## config.mk

```make
export PLATFORM = sky130hd
export DESIGN_NAME = carregador_matriz
export DESIGN_NICKNAME = d
export VERILOG_FILES = /design/src/rtl/carregador_matriz_pkg.sv /design/src/rtl/carregador_matriz.sv
export SDC_FILE = /design/constraint.sdc
export NUM_CORES = 1
export LEC_CHECK = 0
export CAP_MARGIN = 20
export CORE_AREA = 2 2 109 164
export CTS_BUF_LIST = sky130_fd_sc_hd__clkbuf_8
export DETAILED_ROUTE_END_ITERATION = 16
export DIE_AREA = 0 0 111 166
export MAX_ROUTING_LAYER = met4
export PLACE_DENSITY = 0.92
export SLEW_MARGIN = 20
export SYNTH_ARGS = -nofsm -noshare
export SYNTH_HDL_FRONTEND = slang
export SYNTH_SLANG_ARGS = --single-unit
```

## constraint.sdc

```tcl
create_clock -name clk -period 3.75 [get_ports clk]
set_input_delay 1.125 -clock clk [delete_from_list [all_inputs] [get_ports clk]]
set_output_delay 1.125 -clock clk [all_outputs]
set_load 0.02 [all_outputs]
```

## src/rtl/carregador_matriz_pkg.sv

```systemverilog
// Shared definitions for the matrix loader: element/matrix geometry, legal size range and FSM encoding.
// Latency: none (package only).
// Backpressure: none (package only).
package carregador_matriz_pkg;

  // Width of one signed matrix element, two's complement, stored bit-exact.
  localparam int CM_ELEM_W = 8;

  // Largest and smallest matrix dimension accepted by the loader.
  localparam int CM_N_MAX  = 5;
  localparam int CM_N_MIN  = 2;

  // Flat matrix vector consumed by the transpose/arithmetic operators.
  localparam int CM_MAT_W  = CM_N_MAX * CM_N_MAX * CM_ELEM_W;

  // Width of the size input and of the row/column counters (holds 0..7).
  localparam int CM_CNT_W  = 3;

  // Loader states: idle, filling the matrix, holding a finished matrix.
  typedef enum logic [1:0] {
    OCIOSO  = 2'd0,
    CARREGA = 2'd1,
    PRONTO  = 2'd2
  } estado_t;

  // True when a requested dimension lies in the supported range.
  function automatic logic tamanho_valido(input logic [CM_CNT_W-1:0] n);
    return (n >= CM_CNT_W'(CM_N_MIN)) && (n <= CM_CNT_W'(CM_N_MAX));
  endfunction

endpackage

```

## src/rtl/carregador_matriz.sv

```systemverilog
// Loads an NxN (N=2..5) matrix of signed elements, row-major, into a zero-padded flat 5x5 vector.
// Latency: out_valid rises 1 cycle after the final (N-1,N-1) element is accepted.
// Backpressure: in_ready only while loading; finished matrix held with out_valid until out_ready.
module carregador_matriz
  import carregador_matriz_pkg::*;
#(
  parameter int ELEM_W = CM_ELEM_W,
  parameter int N_MAX  = CM_N_MAX
) (
  input  logic                          clk,
  input  logic                          reset,
  input  logic                          start,
  input  logic [CM_CNT_W-1:0]           tamanho,
  input  logic                          in_valid,
  input  logic signed [ELEM_W-1:0]      in_data,
  output logic                          in_ready,
  output logic [N_MAX*N_MAX*ELEM_W-1:0] matrix_out,
  output logic                          out_valid,
  input  logic                          out_ready,
  output logic                          erro
);

  localparam int N_SLOTS = N_MAX * N_MAX;
  localparam int SLOT_W  = $clog2(N_SLOTS);
  localparam int MAT_W   = N_SLOTS * ELEM_W;

  estado_t                estado_q;
  logic [CM_CNT_W-1:0]    lin_q;
  logic [CM_CNT_W-1:0]    col_q;
  logic [CM_CNT_W-1:0]    tam_q;
  logic                   out_valid_q;
  logic                   erro_q;
  logic [MAT_W-1:0]       mat_q;
  logic [MAT_W-1:0]       mat_d;

  logic                   aceita;
  logic                   inicio_ok;
  logic                   ultima_col;
  logic                   ultima_lin;
  logic [SLOT_W-1:0]      slot_wr;

  // Slot of element (l,c) inside the padded 5x5 layout: rows are always N_MAX wide,
  // so a smaller matrix leaves the tail of each row and the trailing rows at zero.
  function automatic logic [SLOT_W-1:0] slot_de(input logic [CM_CNT_W-1:0] l,
                                                input logic [CM_CNT_W-1:0] c);
    return SLOT_W'(l) * SLOT_W'(N_MAX) + SLOT_W'(c);
  endfunction

  // Loading is open exactly while in CARREGA; no other state takes data.
  assign in_ready   = (estado_q == CARREGA);
  assign aceita     = in_valid && in_ready;

  // A start only counts from idle and only with a supported size.
  assign inicio_ok  = (estado_q == OCIOSO) && start && tamanho_valido(tamanho);

  assign ultima_col = (col_q == tam_q - CM_CNT_W'(1));
  assign ultima_lin = (lin_q == tam_q - CM_CNT_W'(1));
  assign slot_wr    = slot_de(lin_q, col_q);

  assign matrix_out = mat_q;
  assign out_valid  = out_valid_q;
  assign erro       = erro_q;

  // Matrix next-state: cleared on a new load, one slot written per accepted element, otherwise held.
  always_comb begin
    mat_d = mat_q;
    if (inicio_ok) begin
      mat_d = '0;
    end else if (aceita) begin
      for (int s = 0; s < N_SLOTS; s++) begin
        if (slot_wr == SLOT_W'(s)) begin
          mat_d[s*ELEM_W +: ELEM_W] = in_data;
        end
      end
    end
  end

  // Matrix storage register.
  always_ff @(posedge clk) begin
    if (reset) begin
      mat_q <= '0;
    end else begin
      mat_q <= mat_d;
    end
  end

  // Control FSM: size latch, row/column walk, output valid and the illegal-size pulse.
  always_ff @(posedge clk) begin
    if (reset) begin
      estado_q    <= OCIOSO;
      lin_q       <= '0;
      col_q       <= '0;
      tam_q       <= '0;
      out_valid_q <= 1'b0;
      erro_q      <= 1'b0;
    end else begin
      erro_q <= 1'b0;
      case (estado_q)
        OCIOSO: begin
          out_valid_q <= 1'b0;
          if (start) begin
            if (tamanho_valido(tamanho)) begin
              tam_q    <= tamanho;
              lin_q    <= '0;
              col_q    <= '0;
              estado_q <= CARREGA;
            end else begin
              erro_q   <= 1'b1;
            end
          end
        end

        CARREGA: begin
          // Stalled cycles (in_valid low) leave counters untouched.
          if (aceita) begin
            if (ultima_col) begin
              col_q <= '0;
              if (ultima_lin) begin
                estado_q    <= PRONTO;
                out_valid_q <= 1'b1;
              end else begin
                lin_q <= lin_q + CM_CNT_W'(1);
              end
            end else begin
              col_q <= col_q + CM_CNT_W'(1);
            end
          end
        end

        PRONTO: begin
          // Matrix stays put; the operator stage releases it with out_ready.
          if (out_ready) begin
            estado_q    <= OCIOSO;
            out_valid_q <= 1'b0;
          end
        end

        default: begin
          estado_q    <= OCIOSO;
          out_valid_q <= 1'b0;
        end
      endcase
    end
  end

endmodule

```

==> summary.txt, run 1 <==
GRT
  – Met3 global-route usage: 0.03942
  – Initial antenna violation count: 0
  – Largest net degree at the start of global routing: 102
  – First-pass GRT wire length: 35.77 mm
  – M1 GR Usage: 0.2616
  – Grt peak-use layer: met2
  – GRT Resource Usage Total: 0.2463
  – Grt met2 use: 0.4332
  – Vias in the first global route: 6624
  – Congestion Overflow GR: 0

Synthesis
  – Syn nets: 821
  – Sequential fraction of the synthesis area: 0.5077
  – Unique masters post-synth: 51
  – Synth area leader: dfxtp_1
  – Post-Syn Area: 8399 sq um
  – Post-synthesis register bit count: 213
  – Ys async rst share: 0
  – Synth top area share: 0.5077
  – Top FF cell, synth: dfxtp_1
  – Avg Inst Size Synth: between 10 and 15 sq um
  – Most area-consuming cells after synthesis: dfxtp_1 (51%), mux2i_1 (24%), nand2_1 (9.6%)
  – Syn Inst Count: approximately 790
  – Syn. warnings: 0
  – EDFF count, synth: 0

Finish
  – P&R area growth vs syn: 35.45%
  – Layout fillers: between 1000 and 1500
  – Fin nets: 1041
  – Most frequent cells in the layout: clkdlybuf4s50_1 (218), nand2_1 (214), dfxtp_1 (213)
  – Layout cells sized above 1: 0.09593
  – Post-layout util: 0.6672
  – Ant diodes: 0
  – Commonest non-fill, non-tap cell in the layout: clkdlybuf4s50_1

Floorplan
  – Chip height: 166 um
  – I/O pins: 219
  – Total die area: roughly 18000 sq um
  – FP Rows: ~60
  – Initial Util: 0.4926
  – Placeable Area: around 17000 sq um
  – Die X: 111 um

Clock network
  – Clk sink count: 213
  – Root Driver: clkbuf_8
  – Clk buf depth: 3
  – Worst skew pair latency: 0.58 ns
  – Setup Buffers After CTS: 0
  – Clock-pin transition on the worst setup and hold timing paths: 0.07 ns
  – # hold bufs at CTS: 0
  – Post-cts sizing count: 0
  – H-tree depth: 1
  – CTS tree: built
  – TritonCTS Buffers: 29

Timing
  – RSZ-0062 raised after global routing: no
  – Setup tns final: 0 ns
  – Fmax achieved: 307.4 MHz
  – Final setup fails: 0
  – Final Cycle Share: 0.8674
  – Final min period: 3.253 ns
  – Max Slew Vio Count: 0
  – Post-route setup slack: roughly 0.50 ns
  – Worst Tran Pin Value: 0.9038 ns
  – Final hold violations: 0
  – Relative slew slack: 0.3975
  – Clock skew: around 0.035 ns

Min path
  – Min-delay src: matrix_out[111]
  – Hold Path End: matrix_out[111]
  – Min-Delay Path Depth: 2
  – Hold WC Path Type: reg2reg

Setup path
  – R2r setup slk: 0.50 ns
  – Crit Path Category: reg2reg
  – Reg-to-reg endpoint: matrix_out[121]
  – Critical Path RT: 4.19 ns
  – Crit start category: register
  – Worst r2r src: lin_q[2]
  – Worst R2R Path Depth: 8
  – Worst Path Arrival: 3.69 ns
  – Worst-path maximum fanout: 16
  – CP Capture Type: register

Placed design
  – Setup WS pre-CTS: ~0.41 ns
  – Port buffer count: 218
  – GPL Wtd Cong: 0.8452
  – Post-DP HPWL: 15.54 mm

Detailed routing
  – WL/cell: approximately 18 um
  – Routed wire length: 22.72 mm
  – DR vias/cell: between 5 and 6
  – DRC violations left: 0
  – DRT antenna net count: 0
  – Initial DRC count: between 300 and 400
  – Total number of vias: 6613
  – Pre-Repair DR Iteration Count: 5

Power and ir drop
  – Switch Pwr: 1.048 mW
  – PD cells: 380.5 nW/um^2
  – Max VDD drop: 0.3209 mV
  – Sw Ratio: 0.2422
  – Int Power: 3.281 mW
  – Seq pwr share: 0.528
  – Lkg Pwr: 5.321 nW
  – Logic pwr share: 0.063
  – Clock share of power: 0.410

Job
  – Max_cap viols: 0

Status
  – Status: complete, no violations
kinds of logic after synthesis:
logic type / count (synthesis) / synth area share
DFF: 213 / 0.5077
adders and majority gates: 12 / 0.01877
muxes: 201 / 0.2395
xor gates and xnor gates: 15 / 0.02518
buffers and inverters: 48 / 0.02637
AOI/OAI and AO/OA: 25 / 0.01966
and+or+nand+nor: 279 / 0.1628
metal layers:
layer,vias to the layer above,part of all wire,routed length [um]
met5,-,0,0
met4,0,0.061,1381
met3,88,0.052,1192
met2,251,0.51,11600
met1,3154,0.38,8548
li1,3120,-,-
through the flow:
step                power [mW]  instance area, sq um  instances  hold WS (ns)
floorplan                2.505                  8399        793        0.4832
global placement         2.601                 10790       1195        0.4424
detailed placement       2.605                 10790       1195        0.4492
CTS                      4.360                 11380       1245        0.4609
global route             4.484                 11380       1245        0.4771
finish                   4.330                 11380       1245        0.4572
Yosys cell counts (5+ instances only):
cell / count
a21oi_1: 9
nand2_2: 5
nand3_2: 9
nor2_1: 7
mux2i_1: 201
buf_2: 23
nand3_4: 8
nor3_1: 8
clkbuf_1: 18
nand2_1: 214
xor2_1: 7
ha_1: 11
dfxtp_1: 213
state kept, by name (all words and copies together) (netlist names):
signal      flops
out_valid       1
matrix_out    200
erro            1
col_q           3
estado_q        2
tam_q           3
lin_q           3
critical path: stages (launching register included):
cell and delay (ns):
dfxtp_1 0.50, ha_1 0.30, ha_1 0.33, ha_1 0.30, a21o_1 0.15, a21oi_4 0.11
xnor2_4 0.75, nand3_2 0.47, mux2i_1 0.22
worst max-delay path by stage:
stage | start | endpoint | slack [ns] | depth (start not counted)
floorplan | lin_q[2] | matrix_out[32] | 0.85 | 8
global placement | start | matrix_out[99] | 0.51 | 7
detailed placement | start | matrix_out[69] | 0.41 | 7
CTS | lin_q[2] | matrix_out[127] | 0.51 | 8
global route | lin_q[2] | matrix_out[121] | 0.27 | 8
finish | lin_q[2] | matrix_out[121] | 0.50 | 8
cell type report:
| class | count | area [sq um] | share of cell area |
|---|---|---|---|
| inverter | 4 | 16.27 | 0.001430 |
| clock buffer | 39 | 536.8 | 0.04718 |
| sequential | 213 | 4264 | 0.3748 |
| tap | 213 | 266.5 | 0.02342 |
| timing repair buffer | 233 | 2320 | 0.2039 |
| multi-input combinational | 532 | 3921 | 0.3447 |
| clock inverter | 11 | 52.55 | 0.004619 |
power by group through the flow:
| stage | clock (mW) | sequential [mW] | combinational (mW) |
|---|---|---|---|
| 2_1_floorplan | 0 | 2.34 | 0.168 |
| 3_3_place_gp | 0 | 2.33 | 0.267 |
| 3_5_place_dp | 0 | 2.33 | 0.271 |
| 4_1_cts | 1.80 | 2.28 | 0.272 |
| 5_1_grt | 1.91 | 2.28 | 0.293 |
| 6_report | 1.77 | 2.28 | 0.272 |
Note: power is estimated with default switching activity, not from simulation.
==> inputs of run 2 (changes only) <==
--- a/config.mk
+++ b/config.mk
@@ -10,6 +10,7 @@
 export CTS_BUF_LIST = sky130_fd_sc_hd__clkbuf_8
 export DETAILED_ROUTE_END_ITERATION = 16
 export DIE_AREA = 0 0 111 166
+export HOLD_SLACK_MARGIN = 0.06
 export MAX_ROUTING_LAYER = met4
 export PLACE_DENSITY = 0.92
 export SLEW_MARGIN = 20
==> results of run 2 <==
Same layout as run 1: the final DEF is identical, and so are final timing and power.
==> inputs of run 3 (changes only) <==
--- a/config.mk
+++ b/config.mk
@@ -6,11 +6,10 @@
 export NUM_CORES = 1
 export LEC_CHECK = 0
 export CAP_MARGIN = 20
-export CORE_AREA = 2 2 109 164
+export CORE_AREA = 4 4 111 166
 export CTS_BUF_LIST = sky130_fd_sc_hd__clkbuf_8
 export DETAILED_ROUTE_END_ITERATION = 16
-export DIE_AREA = 0 0 111 166
-export HOLD_SLACK_MARGIN = 0.06
+export DIE_AREA = 0 0 115 170
 export MAX_ROUTING_LAYER = met4
 export PLACE_DENSITY = 0.92
 export SLEW_MARGIN = 20
==> summary.txt, run 3 (synthesis gave the netlist of run 1 again) <==
Clock network
  – Worst skew pair latency: ~0.56 ns
  – Setup Buffers After CTS: 0
  – CTS tree: built
  – TritonCTS Buffers: 30
  – # hold bufs at CTS: 0
  – Clk sink count: 213
  – Post-cts sizing count: 0
  – Root Driver: clkbuf_8
  – H-tree depth: 1
  – Clock-pin transition on the worst setup and hold timing paths: approximately 0.080 ns
  – Clk buf depth: 3

Placed design
  – Setup WS pre-CTS: 0.4669 ns
  – Port buffer count: ~220
  – DP Area: 10810 sq um
  – GPL Wtd Cong: 0.8511
  – Inst Count DP: between 1000 and 1500
  – Post-DP HPWL: 16.32 mm

Timing
  – Worst Tran Pin Value: 0.9428 ns
  – Relative slew slack: 0.3715
  – Final hold violations: 0
  – Post-route setup slack: 0.4486 ns
  – Setup tns final: 0 ns
  – Final setup fails: 0
  – RSZ-0062 raised after global routing: no
  – Clock skew: 0.01984 ns
  – Max Slew Vio Count: 0
  – Final min period: 3.301 ns
  – Fin Hold WS: 0.4580 ns
  – Final Cycle Share: 0.8804
  – Fmax achieved: slightly above 300 MHz

Setup path
  – Crit path max-delay cell type: xnor2_4
  – CP delay by family, top: adder cells
  – Worst R2R Path Depth: 8
  – Reg-to-reg endpoint: matrix_out[114]
  – Worst-path maximum fanout: 16
  – Worst r2r src: lin_q[2]
  – R2r setup slk: 0.45 ns
  – Cell mode on critical path: ha_1
  – Critical Path, Cell by Cell: ha_1 > ha_1 > ha_1 > a21o_1 > a21oi_4 > xnor2_4 > nand3_2 > mux2i_1
  – Worst Path Arrival: about 3.8 ns
  – CP peak stage delay: 0.78 ns
  – CP Capture Type: register
  – Critical Path RT: ~4.2 ns
  – CP bufs+invs: 0
  – Crit start category: register
  – Crit Path Category: reg2reg
  – Crit path from: lin_q[2]

Detailed routing
  – Pre-Repair DR Iteration Count: 6
  – Routed wire length: approximately 24 mm
  – DRC violations left: 0
  – Initial DRC count: 307
  – DR vias/cell: 5.258
  – DRT antenna net count: 0
  – WL/cell: around 19 um
  – Total number of vias: between 6000 and 7000

Floorplan
  – Total die area: approximately 20000 sq um
  – Placeable Area: 17130 sq um
  – I/O pins: 219
  – Chip height: 170 um
  – Die X: 115 um
  – Initial Util: 0.4904
  – FP Rows: 59

Power and ir drop
  – Max VDD drop: 0.3506 mV
  – Final Power: 4.729 mW
  – Sw Ratio: 0.2313
  – Logic pwr share: 0.058
  – Clock share of power: 0.459
  – Seq pwr share: 0.483
  – Int Power: 3.636 mW
  – Lkg Pwr: ~5.4 nW
  – PD cells: 409.5 nW/um^2
  – Switch Pwr: 1.094 mW

Finish
  – Non-filler cells, final: roughly 1300
  – Largest register FFs: 200
  – Area of the multi-input gates: 3921 sq um
  – P&R area growth vs syn: 37.51%
  – Layout cells sized above 1: 0.1076
  – Layout fillers: 1279
  – Finished layout cell area: approximately 12000 sq um
  – Post-layout util: 0.6744
  – Fin nets: 1045
  – Most frequent cells in the layout: clkdlybuf4s50_1 (218), nand2_1 (214), dfxtp_1 (213)
  – Reg area: about 4300 sq um
  – Commonest non-fill, non-tap cell in the layout: clkdlybuf4s50_1
  – Ant diodes: 0

Min path
  – Min-Delay Path Depth: 2
  – Hold WC Path Type: reg2reg
  – Hold Path End: matrix_out[197]
  – Min-delay src: matrix_out[197]

GRT
  – Vias in the first global route: 6792
  – GRT Resource Usage Total: 0.2411
  – Largest net degree at the start of global routing: 125
  – First-pass GRT wire length: 36.33 mm
  – Initial antenna violation count: 0
  – Congestion Overflow GR: 0

Job
  – Max_cap viols: 0

Status
  – Status: complete, no violations
run 3: worst max-delay path by stage:
stage / slack, ns / endpoint / depth (start not counted)
after floorplan: 0.85 / matrix_out[32] / 8
after global placement: 0.56 / matrix_out[112] / 8
after detailed placement: 0.47 / matrix_out[116] / 8
after CTS: 0.43 / matrix_out[114] / 8
after global routing: 0.28 / matrix_out[114] / 8
final: 0.45 / matrix_out[114] / 8
run 3: metal layers:
metal  routed length [um]  global-route usage  up-vias
li1                     -                   -     3129
met1                 8858              0.2591     3159
met2                12300              0.4267      230
met3                 1404             0.04945       76
met4                  980             0.09959        0
met5                    0                   -        -
run 3: final cells by class:
type | instances | share of cell area
well taps | 213 | 0.02307
flip-flops and latches | 213 | 0.3692
clock inverters | 21 | 0.02232
repair buffers | 236 | 0.2028
multi-input cells | 532 | 0.3395
inverters | 4 | 0.001408
clock buffers | 35 | 0.04171
run 3: worst register-to-register path, cell delays in order (launching register included):
cell	delay, ns
dfxtp_1	0.50
ha_1	0.30
ha_1	0.33
ha_1	0.30
a21o_1	0.15
a21oi_4	0.11
xnor2_4	0.78
nand3_2	0.47
mux2i_1	0.29
run 3: power by group through the flow:
stage          sequential [mW]  clock (mW)  combinational [mW]
6_report                  2.28        2.17               0.274
5_1_grt                   2.28        2.31               0.294
4_1_cts                   2.28        2.21               0.274
3_5_place_dp              2.33           0               0.272
3_3_place_gp              2.33           0               0.269
2_1_floorplan             2.34           0               0.168
